==> src/rtl/reg_scan_pkg.sv <==
// Shared types and constants for the register scan reader.
// Imported by the FSM top and the word serializer.
package reg_scan_pkg;

    localparam int ADDR_W = 5;
    localparam int WORD_W = 32;
    localparam int BYTES_PER_WORD = 4;
    localparam int CNT_W = 2;
    localparam logic [2:0] HDR_TAG = 3'b101;

    typedef enum logic [2:0] {
        S_IDLE,
        S_FETCH,
        S_SEND_HDR,
        S_SEND_DATA,
        S_DONE
    } state_t;

    function automatic logic [7:0] hdr_byte(input logic [ADDR_W-1:0] addr);
        return {HDR_TAG, addr};
    endfunction

endpackage

==> src/rtl/reg_scan_reader_word_serializer.sv <==
// Holds one fetched register word and walks it out MSB byte first.
// The counter wraps to 0 after the last byte, ready for the next word.
module word_serializer
    import reg_scan_pkg::*;
(
    input  logic              clk,
    input  logic              rst_n,
    input  logic              load,
    input  logic [WORD_W-1:0] din,
    input  logic              advance,
    output logic [7:0]        byte_out,
    output logic              last_byte
);

    logic [WORD_W-1:0] word;
    logic [CNT_W-1:0]  cnt;

    always_ff @(posedge clk or negedge rst_n) begin
        if (!rst_n) begin
            word <= '0;
            cnt  <= '0;
        end else if (load) begin
            word <= din;
            cnt  <= '0;
        end else if (advance) begin
            cnt <= cnt + 1'b1;
        end
    end

    always_comb begin
        byte_out = word[7:0];
        unique case (cnt)
            2'd0: byte_out = word[31:24];
            2'd1: byte_out = word[23:16];
            2'd2: byte_out = word[15:8];
            2'd3: byte_out = word[7:0];
            default: byte_out = word[7:0];
        endcase
    end

    assign last_byte = (cnt == CNT_W'(BYTES_PER_WORD - 1));

endmodule

==> src/rtl/reg_scan_reader.sv <==
// Scans a range of register file entries and streams them out as
// bytes over a valid/ready link, optionally tagging each with its index.
module reg_scan_reader
    import reg_scan_pkg::*;
#(
    parameter bit HEADER_EN = 1'b1
) (
    input  logic              clk,
    input  logic              rst_n,
    input  logic              start,
    input  logic [ADDR_W-1:0] first_addr,
    input  logic [ADDR_W-1:0] last_addr,
    output logic [ADDR_W-1:0] rf_addr,
    input  logic [WORD_W-1:0] rf_data,
    output logic [7:0]        tx_data,
    output logic              tx_valid,
    input  logic              tx_ready,
    output logic              busy,
    output logic              done
);

    state_t state, state_nx;

    logic [ADDR_W-1:0] last_q;
    logic              fire;
    logic              load;
    logic              advance;
    logic              last_byte;
    logic              at_end;
    logic              accept;
    logic [7:0]        ser_byte;

    assign fire   = tx_valid & tx_ready;
    assign accept = (state == S_IDLE) & start;
    assign at_end = (rf_addr == last_q);

    always_ff @(posedge clk or negedge rst_n) begin
        if (!rst_n) state <= S_IDLE;
        else        state <= state_nx;
    end

    // Compare before incrementing so a scan ending at 31 never wraps.
    always_ff @(posedge clk or negedge rst_n) begin
        if (!rst_n) begin
            rf_addr <= '0;
            last_q  <= '0;
        end else if (accept) begin
            rf_addr <= first_addr;
            last_q  <= last_addr;
        end else if (advance && last_byte && !at_end) begin
            rf_addr <= rf_addr + 1'b1;
        end
    end

    always_comb begin
        state_nx = state;
        unique case (state)
            S_IDLE: begin
                if (start)
                    state_nx = (first_addr > last_addr) ? S_DONE : S_FETCH;
            end
            S_FETCH: begin
                state_nx = HEADER_EN ? S_SEND_HDR : S_SEND_DATA;
            end
            S_SEND_HDR: begin
                if (fire) state_nx = S_SEND_DATA;
            end
            S_SEND_DATA: begin
                if (fire && last_byte)
                    state_nx = at_end ? S_DONE : S_FETCH;
            end
            S_DONE: begin
                state_nx = S_IDLE;
            end
            default: state_nx = S_IDLE;
        endcase
    end

    always_comb begin
        tx_valid = 1'b0;
        tx_data  = '0;
        busy     = 1'b1;
        done     = 1'b0;
        load     = 1'b0;
        advance  = 1'b0;
        unique case (1'b1)
            (state == S_IDLE): busy = 1'b0;
            (state == S_FETCH): load = 1'b1;
            (state == S_SEND_HDR): begin
                tx_valid = 1'b1;
                tx_data  = hdr_byte(rf_addr);
            end
            (state == S_SEND_DATA): begin
                tx_valid = 1'b1;
                tx_data  = ser_byte;
                advance  = tx_ready;
            end
            (state == S_DONE): done = 1'b1;
            default: busy = 1'b0;
        endcase
    end

    word_serializer u_ser (
        .clk       (clk),
        .rst_n     (rst_n),
        .load      (load),
        .din       (rf_data),
        .advance   (advance),
        .byte_out  (ser_byte),
        .last_byte (last_byte)
    );

endmodule

==> config.mk <==
export PLATFORM = sky130hd
export DESIGN_NAME = reg_scan_reader
export DESIGN_NICKNAME = d
export VERILOG_FILES = /design/src/rtl/reg_scan_pkg.sv /design/src/rtl/reg_scan_reader_word_serializer.sv /design/src/rtl/reg_scan_reader.sv
export SDC_FILE = /design/constraint.sdc
export NUM_CORES = 1
export LEC_CHECK = 0
export CAP_MARGIN = 15
export CORE_MARGIN = 1.5
export CORE_UTILIZATION = 45
export DETAILED_ROUTE_END_ITERATION = 7
export PLACE_DENSITY = 0.72
export SLEW_MARGIN = 20
export SYNTH_ARGS = -nofsm -noshare
export SYNTH_HDL_FRONTEND = slang
export SYNTH_SLANG_ARGS = --single-unit
==> constraint.sdc <==
create_clock -name clk -period 1.6 [get_ports clk]
set_input_delay 0.32 -clock clk [delete_from_list [all_inputs] [get_ports clk]]
set_output_delay 0.32 -clock clk [all_outputs]
set_load 0.02 [all_outputs]
## Yosys cells after proc, flatten, opt, wreduce, memory -nomap -nowiden

Cells that the tools add are included.

| word-level totals | value |
|---|---|
| bits in registers | 47 |
| word-level logic and storage cells | 49 |

| operators by class | value |
|---|---|
| add/sub/neg operators | 2 |
| multiplexer cells | 17 |
| reduce and logical (&&, ||, !) cells | 11 |
| order comparisons | 1 |
| bitwise gates (word level) | 2 |
| eq/ne operators | 11 |

Operators by type and width:

| kind | number |
|---|---|
| $pmux 8 s4 | 1 |
| $pmux 8 s2 | 1 |
| $mux 3 | 5 |
| $pmux 3 s4 | 1 |
| $mux 5 | 2 |
| $eq 3x2->1 const B | 2 |
| $ne 2x2->1 const B | 3 |
| $add 5x1->5 const B | 1 |
| $eq 5x5->1 | 1 |
| $gt 5x5->1 | 1 |
| $mux 1 | 5 |
| $eq 2x2->1 const B | 2 |
| $mux 2 | 2 |
| $reduce_bool 2->1 | 2 |
| $reduce_or 4->1 | 1 |
| $eq 3x1->1 const B | 1 |
| $eq 3x3->1 const B | 1 |
| $logic_and 1x1->1 | 3 |
| $logic_not 3->1 | 1 |
| $reduce_and 3->1 | 1 |
| $add 2x1->2 const B | 1 |
| $and 1x1->1 | 2 |
| $eq 2x1->1 const B | 1 |
| $logic_not 2->1 | 1 |
| 2 further kinds | 2 |

## Depth between registers and ports, before layout

Gate-level depths: netlist (run 1).

| logic depth | value |
|---|---|
| depth in word-level cells | 7 |
| mapped depth | 7 |
| gate-level depth less buffers | 7 |

## Cells and area by module

Synthesis (run 1) repeated with hierarchy kept, for this count alone.

| unflattened totals | value |
|---|---|
| cell total of the unflattened synthesis | 224 |
| area total of the unflattened synthesis | 2,541.2 um^2 |

By module, submodules not included:

| module | area an instance (um^2) | cells an instance | seq. area each (um^2) | instances |
|---|---|---|---|---|
| word_serializer | 1,629.1 | 116 | 850.8 | 1 |
| reg_scan_reader | 912.1 | 108 | 325.3 | 1 |

## Worst setup path before layout (run 1)

No wires, ideal clock.

| timing path | value |
|---|---|
| kind | flip-flop to output port |
| start point | register u_ser.cnt[0] |
| end point | output tx_data[0] |
| slack | -0.208 ns |
| data required time | 1.280 ns |
| stages on the path, launching flop included | 8 |
| arrival time | 1.488 ns |
| cell sequence | dfrtp_1 -> inv_1 -> ha_1 -> clkbuf_1 -> a222oi_1 -> o21ai_0 -> mux2i_1 -> nor2_1 |

| on the way | value |
|---|---|
| longest elaborated chain between the ends | 3 |
| elaborated cells on any way between the ends | 6 |
| classes of those cells | eq/ne: 3; mux: 2; reduce/logical: 1 |

Ends and longest elaborated chain:

| item | line | source |
|---|---|---|
| from (decl) | reg_scan_reader_word_serializer.sv:16 | `logic [CNT_W-1:0] cnt;` |
| from (signal assigned) | reg_scan_reader_word_serializer.sv:26 | `cnt <= cnt + 1'b1;` |
| $eq 2x2->1, or another cell as far along | reg_scan_reader_word_serializer.sv:32 | `unique case (cnt)` |
| $pmux 8 s4 * | reg_scan_reader_word_serializer.sv:32 |  |
| $pmux 8 s2 * | reg_scan_reader.sv:86 | `unique case (1'b1)` |
| to (decl) | reg_scan_reader.sv:15 | `output logic [7:0] tx_data,` |

Mark *: on every way between the ends. The rest lies on a longest branch, timed or not.

## Worst setup path after layout (run 1)

| timing path | value |
|---|---|
| start point | register u_ser.cnt[1] |
| end point | output tx_data[5] |

The elaborated chain is that of the path after synthesis.

==> results of run 1 <==
## registers in the layout (all words and copies together) (netlist names)
name / cells
last_q: 5
u_ser.cnt: 2
rf_addr: 5
state: 3
u_ser.word: 32
## power groups by stage
stage / Clock, mW / Sequential, mW / Combinational, mW
2_1_floorplan: 0 / 2.14 / 2.54
5_1_grt: 0.792 / 2.26 / 4.64
4_1_cts: 0.725 / 2.16 / 4.14
6_report: 0.709 / 2.20 / 4.33
3_5_place_dp: 0 / 2.13 / 3.91
3_3_place_gp: 0 / 2.13 / 3.84
## path summary, 6_finish.rpt
| kind | start | to | slack, ns | cells after the start |
|---|---|---|---|---|
| min in group clk | last_q[0] | last_q[0] | 0.51 | 2 |
| setup reg to reg | u_ser.cnt[1] | rf_addr[4] | -0.20 | 10 |
| setup / recovery | u_ser.cnt[1] | tx_data[5] | -0.59 | 7 |
| hold reg to reg | last_q[0] | last_q[0] | 0.51 | 2 |
| hold / removal | rst_n | u_ser.word[7] | 0.49 | 2 |
| max in group asynchronous | rst_n | u_ser.cnt[0] | 0.59 | 3 |
## metrics by stage
step / worst slack, ns / util [%] / std cells / setup TNS (ns) / cell area, sq um
floorplan: -0.0778 / - / 220 / -0.452 / 2640
global placement: -0.704 / 63.3 / 372 / -6.21 / 3510
detailed placement: -0.712 / 63.3 / 372 / -6.57 / 3510
CTS: -0.554 / 67.2 / 385 / -4.32 / 3720
global route: -0.724 / 68.9 / 388 / -6.43 / 3820
finish: -0.594 / 68.9 / 388 / -4.95 / 3820
## logic make-up (layout without fill, tap and decap cells)
| family | count (synthesis) | after routing | share of synthesized area (%) |
|---|---|---|---|
| DFF | 47 | 47 | 45.5 |
| xor gates and xnor gates | 10 | 10 | 3.38 |
| and+or+nand+nor | 52 | 52 | 9.62 |
| buffers and inverters | 23 | 119 | 5.95 |
| adders and majority gates | 10 | 10 | 4.84 |
| AOI/OAI and AO/OA | 40 | 40 | 10.1 |
| muxes | 38 | 38 | 20.6 |
## routing by layer
layer	share of wire, %	global-route usage [%]	vias up
met5	0	0	-
met4	0.54	4.74	0
met3	6.3	4.83	4
met2	48	31.5	69
met1	45	29.0	966
li1	-	-	971
## repair_timing
item | in CTS | in global routing
hold endpoints to repair | 17 | 0
pin swaps | 27 | 22
gates cloned | 0 | 1
buffers inserted | 4 | 4
hold buffers | 1 | 0
endpoints found under the setup margin | 20 | 40
gates resized for setup | 86 | 17
## area by class of cell
class / instances / area, sq um / share of cell area, %
Sequential cell: 47 / 1180 / 30.9
Clock inverter: 3 / 20.0 / 0.524
Timing Repair Buffer: 100 / 991 / 26.0
Clock buffer: 5 / 68.8 / 1.80
Inverter: 11 / 48.8 / 1.28
Tap cell: 72 / 90.1 / 2.36
Multi-Input combinational cell: 150 / 1420 / 37.2
## worst max-delay path: cells and delay by family (launching register included)
family	cells	cell delay (ns)
fa+ha+maj	1	0.21
buf+inv	2	0.27
simple gates	1	0.12
flops	1	0.48
compound gates	3	0.49
## synth_stat cells
master / number
sky130_fd_sc_hd__or2_1: 1
sky130_fd_sc_hd__xor2_1: 4
sky130_fd_sc_hd__nor2_4: 1
sky130_fd_sc_hd__o2111ai_1: 1
sky130_fd_sc_hd__buf_12: 3
sky130_fd_sc_hd__clkbuf_1: 4
sky130_fd_sc_hd__nor2_1: 8
sky130_fd_sc_hd__nand2_1: 25
sky130_fd_sc_hd__a222oi_1: 8
sky130_fd_sc_hd__buf_2: 3
sky130_fd_sc_hd__and2_1: 1
sky130_fd_sc_hd__a21oi_1: 4
sky130_fd_sc_hd__and3_1: 2
sky130_fd_sc_hd__nor2b_2: 1
sky130_fd_sc_hd__o221ai_1: 1
sky130_fd_sc_hd__o32ai_1: 1
sky130_fd_sc_hd__and2_4: 1
sky130_fd_sc_hd__nor4b_1: 1
sky130_fd_sc_hd__buf_6: 2
sky130_fd_sc_hd__o21ai_0: 18
sky130_fd_sc_hd__nand4_1: 1
sky130_fd_sc_hd__nand3_1: 6
sky130_fd_sc_hd__o211ai_1: 2
sky130_fd_sc_hd__dfrtp_1: 47
sky130_fd_sc_hd__o21ai_2: 1
sky130_fd_sc_hd__nand3b_1: 1
sky130_fd_sc_hd__mux2_4: 30
sky130_fd_sc_hd__o22ai_1: 1
sky130_fd_sc_hd__ha_1: 10
sky130_fd_sc_hd__nor3_1: 1
sky130_fd_sc_hd__mux2_2: 3
sky130_fd_sc_hd__o21ai_1: 3
sky130_fd_sc_hd__inv_1: 11
sky130_fd_sc_hd__xnor2_1: 6
sky130_fd_sc_hd__and2_2: 1
sky130_fd_sc_hd__nand2b_1: 1
sky130_fd_sc_hd__mux2i_1: 5
==> impl_table.tex, run 1 <==
\begin{tabular}{lr}
\hline
Metric & Value \\
\hline
\multicolumn{2}{l}{\textbf{Status}} \\
\quad Status & finished with violations \\
\quad Violated checks & setup timing \\
\multicolumn{2}{l}{\textbf{Die}} \\
\quad Ports placed on the boundary & 62 \\
\quad Standard-cell row count & 27 \\
\quad Total die area & 6210 sq um \\
\quad Floorplan die width & 78.8 um \\
\quad Starting Density & 46.7\% \\
\quad Height of the chip & 78.8 um \\
\quad Area of the placeable core & 5540 sq um \\
\multicolumn{2}{l}{\textbf{Pwr}} \\
\quad Switching pwr & 2.77 mW \\
\quad Overall power after layout & 7.24 mW \\
\quad Share of total power consumed by net switching & 38.3\% \\
\quad Internal & 4.47 mW \\
\quad Share of total power in the clock network & 9.8\% \\
\quad Portion of total power attributed to sequential cells & 30.4\% \\
\quad Worst IR Drop VDD & 0.000805 V \\
\quad Comb pwr share & 59.8\% \\
\quad Leak & 1.70 nW \\
\quad Power density cells & 1900 nW/um\^{}2 \\
\multicolumn{2}{l}{\textbf{Timing}} \\
\quad Final worst hold slack & 0.489 ns \\
\quad RSZ-0062 raised after global routing & true \\
\quad Final slew viol count & 0 \\
\quad Final setup fails & 13 \\
\quad Max Fclk & 456 MHz \\
\quad Final critical delay including setup and external delays & 2.19 ns \\
\quad Transition time of the tightest slew-check pin & 0.444 ns \\
\quad Final worst-path cycle share & 137\% \\
\quad Max-slew headroom at the worst pin & 70.4\% \\
\quad Hold violation total from the final report & 0 \\
\quad Maximum clock skew at final layout & 0.00266 ns \\
\quad Worst Setup Slack, final & -0.594 ns \\
\multicolumn{2}{l}{\textbf{GRT}} \\
\quad All-layer global routing usage & 20.4\% \\
\quad Antenna violations before repair & 0 \\
\quad Number of global-route vias before repair & 1,993 \\
\quad Gr ovfl total & 0 \\
\quad Wire length of the first global-routing pass & 9700 um \\
\quad Maximum number of pins on one net before global-route repair & 31 \\
\multicolumn{2}{l}{\textbf{Detailed routing}} \\
\quad TritonRoute pass-1 iters & 4 \\
\quad Mean number of vias per cell & 5.18 \\
\quad Number of nets with antenna violations after routing & 0 \\
\quad DRC violations left & 0 \\
\quad Via count & 2,010 \\
\quad DRT Wirelength & 6270 um \\
\quad Initial drt markers & 164 \\
\quad Post-DR wirelength/cell & 16.2 um \\
\multicolumn{2}{l}{\textbf{Synth}} \\
\quad Syn Area/Cell & 11.8 sq um \\
\quad Number of nets produced by synthesis & 276 \\
\quad Number of flip-flops and latches in the synthesized netlist & 47 \\
\quad Fraction of post-synthesis cell area in the top cell type by area & 45.5\% \\
\quad Synthesis Warnings & 0 \\
\quad Top cells by area, synth & sky130\_fd\_sc\_hd\_\_dfrtp\_1, sky130\_fd\_sc\_hd\_\_mux2\_4, sky130\_fd\_sc\_hd\_\_ha\_1, sky130\_fd\_sc\_hd\_\_nand2\_1, sky130\_fd\_sc\_hd\_\_o21ai\_0 \\
\quad Post-Syn Instances & 220 \\
\quad Post-synthesis cell type count & 37 \\
\quad Mapped Area & 2590 sq um \\
\quad Post-synthesis sequential area ratio & 45.5\% \\
\quad Post-synthesis cell type with the largest combined area & sky130\_fd\_sc\_hd\_\_dfrtp\_1 \\
\multicolumn{2}{l}{\textbf{Place}} \\
\quad Final HPWL DP & 4330 um \\
\quad Port Buf Inserts & 61 \\
\quad Weighted congestion at the end of routability-driven global placement & 0.754 \\
\multicolumn{2}{l}{\textbf{Clocking}} \\
\quad Clock edge transition at the registers on the reported setup and hold paths & 0.09 ns \\
\quad CTS tree & done \\
\quad \# clock sinks & 47 \\
\quad Cell chosen for the clock root & sky130\_fd\_sc\_hd\_\_clkbuf\_8 \\
\quad TritonCTS Buffers & 5 \\
\quad Worst-skew pair later-pin latency & 0.30 ns \\
\quad Maximum clock path buffer count & 2 \\
\quad Total number of H-tree levels & 2 \\
\multicolumn{2}{l}{\textbf{Setup path}} \\
\quad Sort of element at the start of the critical path & register \\
\quad Crit end category & primary output \\
\quad Critical Path RT & 1.28 ns \\
\quad Data arrival time of the critical path & 1.87 ns \\
\quad Critical-path cell with the highest stage delay & sky130\_fd\_sc\_hd\_\_dfrtp\_2 \\
\quad Crit-path cells & ha\_4 -> buf\_6 -> a222oi\_1 -> nand2\_1 -> o21ai\_2 -> a21oi\_2 -> buf\_4 \\
\quad Critical setup path kind & reg -> out \\
\quad Largest incremental delay on the critical path & 0.48 ns \\
\quad Top fanout value on the critical path & 6 \\
\multicolumn{2}{l}{\textbf{Cells and area}} \\
\quad Most used cells in the layout excluding fill and tap cells & sky130\_fd\_sc\_hd\_\_clkdlybuf4s50\_1, sky130\_fd\_sc\_hd\_\_dfrtp\_1, sky130\_fd\_sc\_hd\_\_mux2\_4 \\
\quad Most common cell after layout, fill and taps aside & sky130\_fd\_sc\_hd\_\_clkdlybuf4s50\_1 \\
\quad Number of inserted filler cells in the final layout & 418 \\
\quad \# nets final & 371 \\
\quad Fraction of layout instances using a drive strength above 1 & 40.2\% \\
\quad Antenna Diode Count & 0 \\
\quad Signed area change from the synthesized netlist to the final layout & 47.6\% \\
\multicolumn{2}{l}{\textbf{Job}} \\
\quad Max capacitance violation total & 0 \\
\multicolumn{2}{l}{\textbf{Hold path}} \\
\quad Worst hold path class & in -> async \\
\hline
\end{tabular}
(Power assumes the default switching activity.)
==> inputs of run 2 (changes only) <==
- CORE_UTILIZATION: 45 -> 46
- CTS_BUF_LIST: not set -> sky130_fd_sc_hd__clkbuf_4 sky130_fd_sc_hd__clkbuf_8
- PLACE_DENSITY: 0.72 -> 0.74
- SKIP_LAST_GASP: not set -> 1
==> impl_table.tex, run 2 (synthesis gave the netlist of run 1 again) <==
\begin{tabular}{lr}
\hline
Metric & Value \\
\hline
\multicolumn{2}{l}{\textbf{Die}} \\
\quad Area of the placeable core & 5470 sq um \\
\quad Starting Density & 47.3\% \\
\quad Total die area & 6080 sq um \\
\quad Floorplan die width & 78 um \\
\quad Height of the chip & 78 um \\
\quad Ports placed on the boundary & 62 \\
\quad Standard-cell row count & 27 \\
\multicolumn{2}{l}{\textbf{Pwr}} \\
\quad Overall power after layout & 7.61 mW \\
\quad Power density cells & 1940 nW/um\^{}2 \\
\quad Worst IR Drop VDD & 0.000923 V \\
\quad Leak & 1.79 nW \\
\multicolumn{2}{l}{\textbf{Detailed routing}} \\
\quad Number of nets with antenna violations after routing & 0 \\
\quad DRC violations left & 0 \\
\quad Initial drt markers & 150 \\
\quad DRT Wirelength & 6520 um \\
\quad Mean number of vias per cell & 5.15 \\
\quad TritonRoute pass-1 iters & 4 \\
\quad Via count & 2,055 \\
\quad Post-DR wirelength/cell & 16.3 um \\
\multicolumn{2}{l}{\textbf{GRT}} \\
\quad Gr ovfl total & 0 \\
\quad Maximum number of pins on one net before global-route repair & 48 \\
\quad All-layer global routing usage & 22.2\% \\
\quad Number of global-route vias before repair & 2,125 \\
\quad Antenna violations before repair & 0 \\
\quad Wire length of the first global-routing pass & 10,200 um \\
\multicolumn{2}{l}{\textbf{Setup path}} \\
\quad Setup slack of the worst register-to-register path & -0.06 ns \\
\quad Origin of the critical flop-to-flop path & state[0] \\
\quad Data arrival time of the critical path & 1.90 ns \\
\quad Critical path endpoint & tx\_data[5] \\
\quad Crit end category & primary output \\
\quad Sort of element at the start of the critical path & register \\
\quad Top fanout value on the critical path & 6 \\
\quad FF-to-FF End & u\_ser.word[30] \\
\quad Critical setup path kind & reg -> out \\
\quad Critical Path RT & 1.28 ns \\
\quad Depth of the worst register-to-register path & 7 \\
\quad First element of the critical path & u\_ser.cnt[0] \\
\multicolumn{2}{l}{\textbf{Cells and area}} \\
\quad Most used cells in the layout excluding fill and tap cells & sky130\_fd\_sc\_hd\_\_clkdlybuf4s50\_1, sky130\_fd\_sc\_hd\_\_dfrtp\_1, sky130\_fd\_sc\_hd\_\_buf\_4 \\
\quad Antenna Diode Count & 0 \\
\quad Largest registers & u\_ser.word: 32 flops, last\_q: 5 flops, rf\_addr: 5 flops \\
\quad Signed area change from the synthesized netlist to the final layout & 52.0\% \\
\quad Non-filler instance count after layout & 399 \\
\quad Number of flip-flops in the largest register & 32 \\
\quad Register with the highest flop count & u\_ser.word \\
\quad \# nets final & 382 \\
\quad Fraction of layout instances using a drive strength above 1 & 42.2\% \\
\multicolumn{2}{l}{\textbf{Hold path}} \\
\quad Worst hold path class & in -> async \\
\multicolumn{2}{l}{\textbf{Timing}} \\
\quad Max-slew headroom at the worst pin & 74.3\% \\
\quad RSZ-0062 raised after global routing & true \\
\quad Final critical delay including setup and external delays & 2.22 ns \\
\quad Worst Setup Slack, final & -0.624 ns \\
\quad Maximum clock skew at final layout & 0.00884 ns \\
\quad Final slew viol count & 0 \\
\quad Transition time of the tightest slew-check pin & 0.385 ns \\
\quad Max Fclk & 450 MHz \\
\quad Final setup fails & 21 \\
\quad Final worst-path cycle share & 139\% \\
\quad Hold violation total from the final report & 0 \\
\multicolumn{2}{l}{\textbf{Clocking}} \\
\quad Clock edge transition at the registers on the reported setup and hold paths & 0.10 ns \\
\quad CTS tree & done \\
\quad Total number of H-tree levels & 2 \\
\quad \# clock sinks & 47 \\
\quad Cell chosen for the clock root & sky130\_fd\_sc\_hd\_\_clkbuf\_8 \\
\quad TritonCTS Buffers & 5 \\
\quad Worst-skew pair later-pin latency & 0.33 ns \\
\quad Maximum clock path buffer count & 2 \\
\multicolumn{2}{l}{\textbf{Status}} \\
\quad Violated checks & setup timing \\
\quad Status & finished with violations \\
\multicolumn{2}{l}{\textbf{Place}} \\
\quad Port Buf Inserts & 61 \\
\quad Final HPWL DP & 4350 um \\
\quad DP Cell Count & 374 \\
\quad Weighted congestion at the end of routability-driven global placement & 0.789 \\
\multicolumn{2}{l}{\textbf{Job}} \\
\quad Max capacitance violation total & 0 \\
\hline
\end{tabular}
==> run 2: cell types whose count changed in the layout (fill, tap and decap cells not counted), moves of 3 or more <==
cell / delta
sky130_fd_sc_hd__buf_4: +8
sky130_fd_sc_hd__buf_6: +8
sky130_fd_sc_hd__buf_2: -4
sky130_fd_sc_hd__buf_12: -3
sky130_fd_sc_hd__buf_8: +3
sky130_fd_sc_hd__inv_2: +3
sky130_fd_sc_hd__xnor2_1: -3
sky130_fd_sc_hd__xnor2_2: +3
==> run 2: power breakdown <==
part           switching, mW  total (mW)  internal (mW)
clock network          0.457       0.931          0.474
logic                   1.94        4.46           2.52
registers              0.458        2.22           1.76
==> run 2: layout make-up <==
type	instances	area (sq um)
flip-flops and latches	47	1180
inverters	11	43.8
clock inverters	3	47.5
clock buffers	5	68.8
fillers	401	1540
repair buffers	111	1080
multi-input cells	150	1420
well taps	72	90.1
==> run 2: how the worst min path moves through the flow <==
stage,depth (start not counted),to,start
2_1_floorplan,0,last_q[0],rst_n
3_3_place_gp,2,u_ser.word[23],rst_n
3_5_place_dp,2,u_ser.word[23],rst_n
4_1_cts,3,u_ser.word[2],rst_n
5_1_grt,3,u_ser.word[2],rst_n
6_report,3,u_ser.word[2],rst_n
==> run 2: critical path, stage by stage (launching register included) <==
cell and delay [ns]:
sky130_fd_sc_hd__dfrtp_2 0.48, sky130_fd_sc_hd__ha_4 0.21, sky130_fd_sc_hd__buf_6 0.12, sky130_fd_sc_hd__a222oi_1 0.33, sky130_fd_sc_hd__nand2_1 0.14, sky130_fd_sc_hd__o21ai_2 0.09, sky130_fd_sc_hd__a21oi_2 0.08, sky130_fd_sc_hd__buf_6 0.13
==> run 2: metrics by stage <==
| stage | setup WS, ns | instance area (sq um) | hold WS [ns] | TNS (ns) | util [%] |
|---|---|---|---|---|---|
| floorplan | -0.0778 | 2640 | 0.0244 | -0.452 | - |
| global placement | -0.648 | 3470 | 0.324 | -6.09 | 63.4 |
| detailed placement | -0.696 | 3470 | 0.318 | -6.55 | 63.4 |
| CTS | -0.567 | 3790 | 0.506 | -5.16 | 69.3 |
| global route | -0.712 | 3930 | 0.524 | -6.53 | 71.9 |
| finish | -0.624 | 3930 | 0.498 | -5.04 | 71.9 |
==> run 2: per-layer routing <==
layer	vias up	share of wire (%)	GRT usage, %
li1	991	-	-
met5	-	0	0
met1	999	44	27.2
met2	57	49	37.5
met3	8	5.3	6.71
met4	0	1.4	6.96
==> run 2: repair_timing <==
| action | in CTS | in global routing |
|---|---|---|
| setup endpoints to repair | 38 | 46 |
| buffers inserted | 12 | 7 |
| endpoints found under the hold margin | 47 | 0 |
| pin swaps | 22 | 25 |
| hold buffers | 1 | 0 |
| gates cloned | 2 | 0 |
| resized for setup | 82 | 39 |
==> inputs of run 3 (changes only) <==
- CAP_MARGIN: 15 -> 20
- SLEW_MARGIN: 20 -> not set
==> results of run 3 <==
Same layout as run 2: the final DEF is identical, and so are final timing and power.
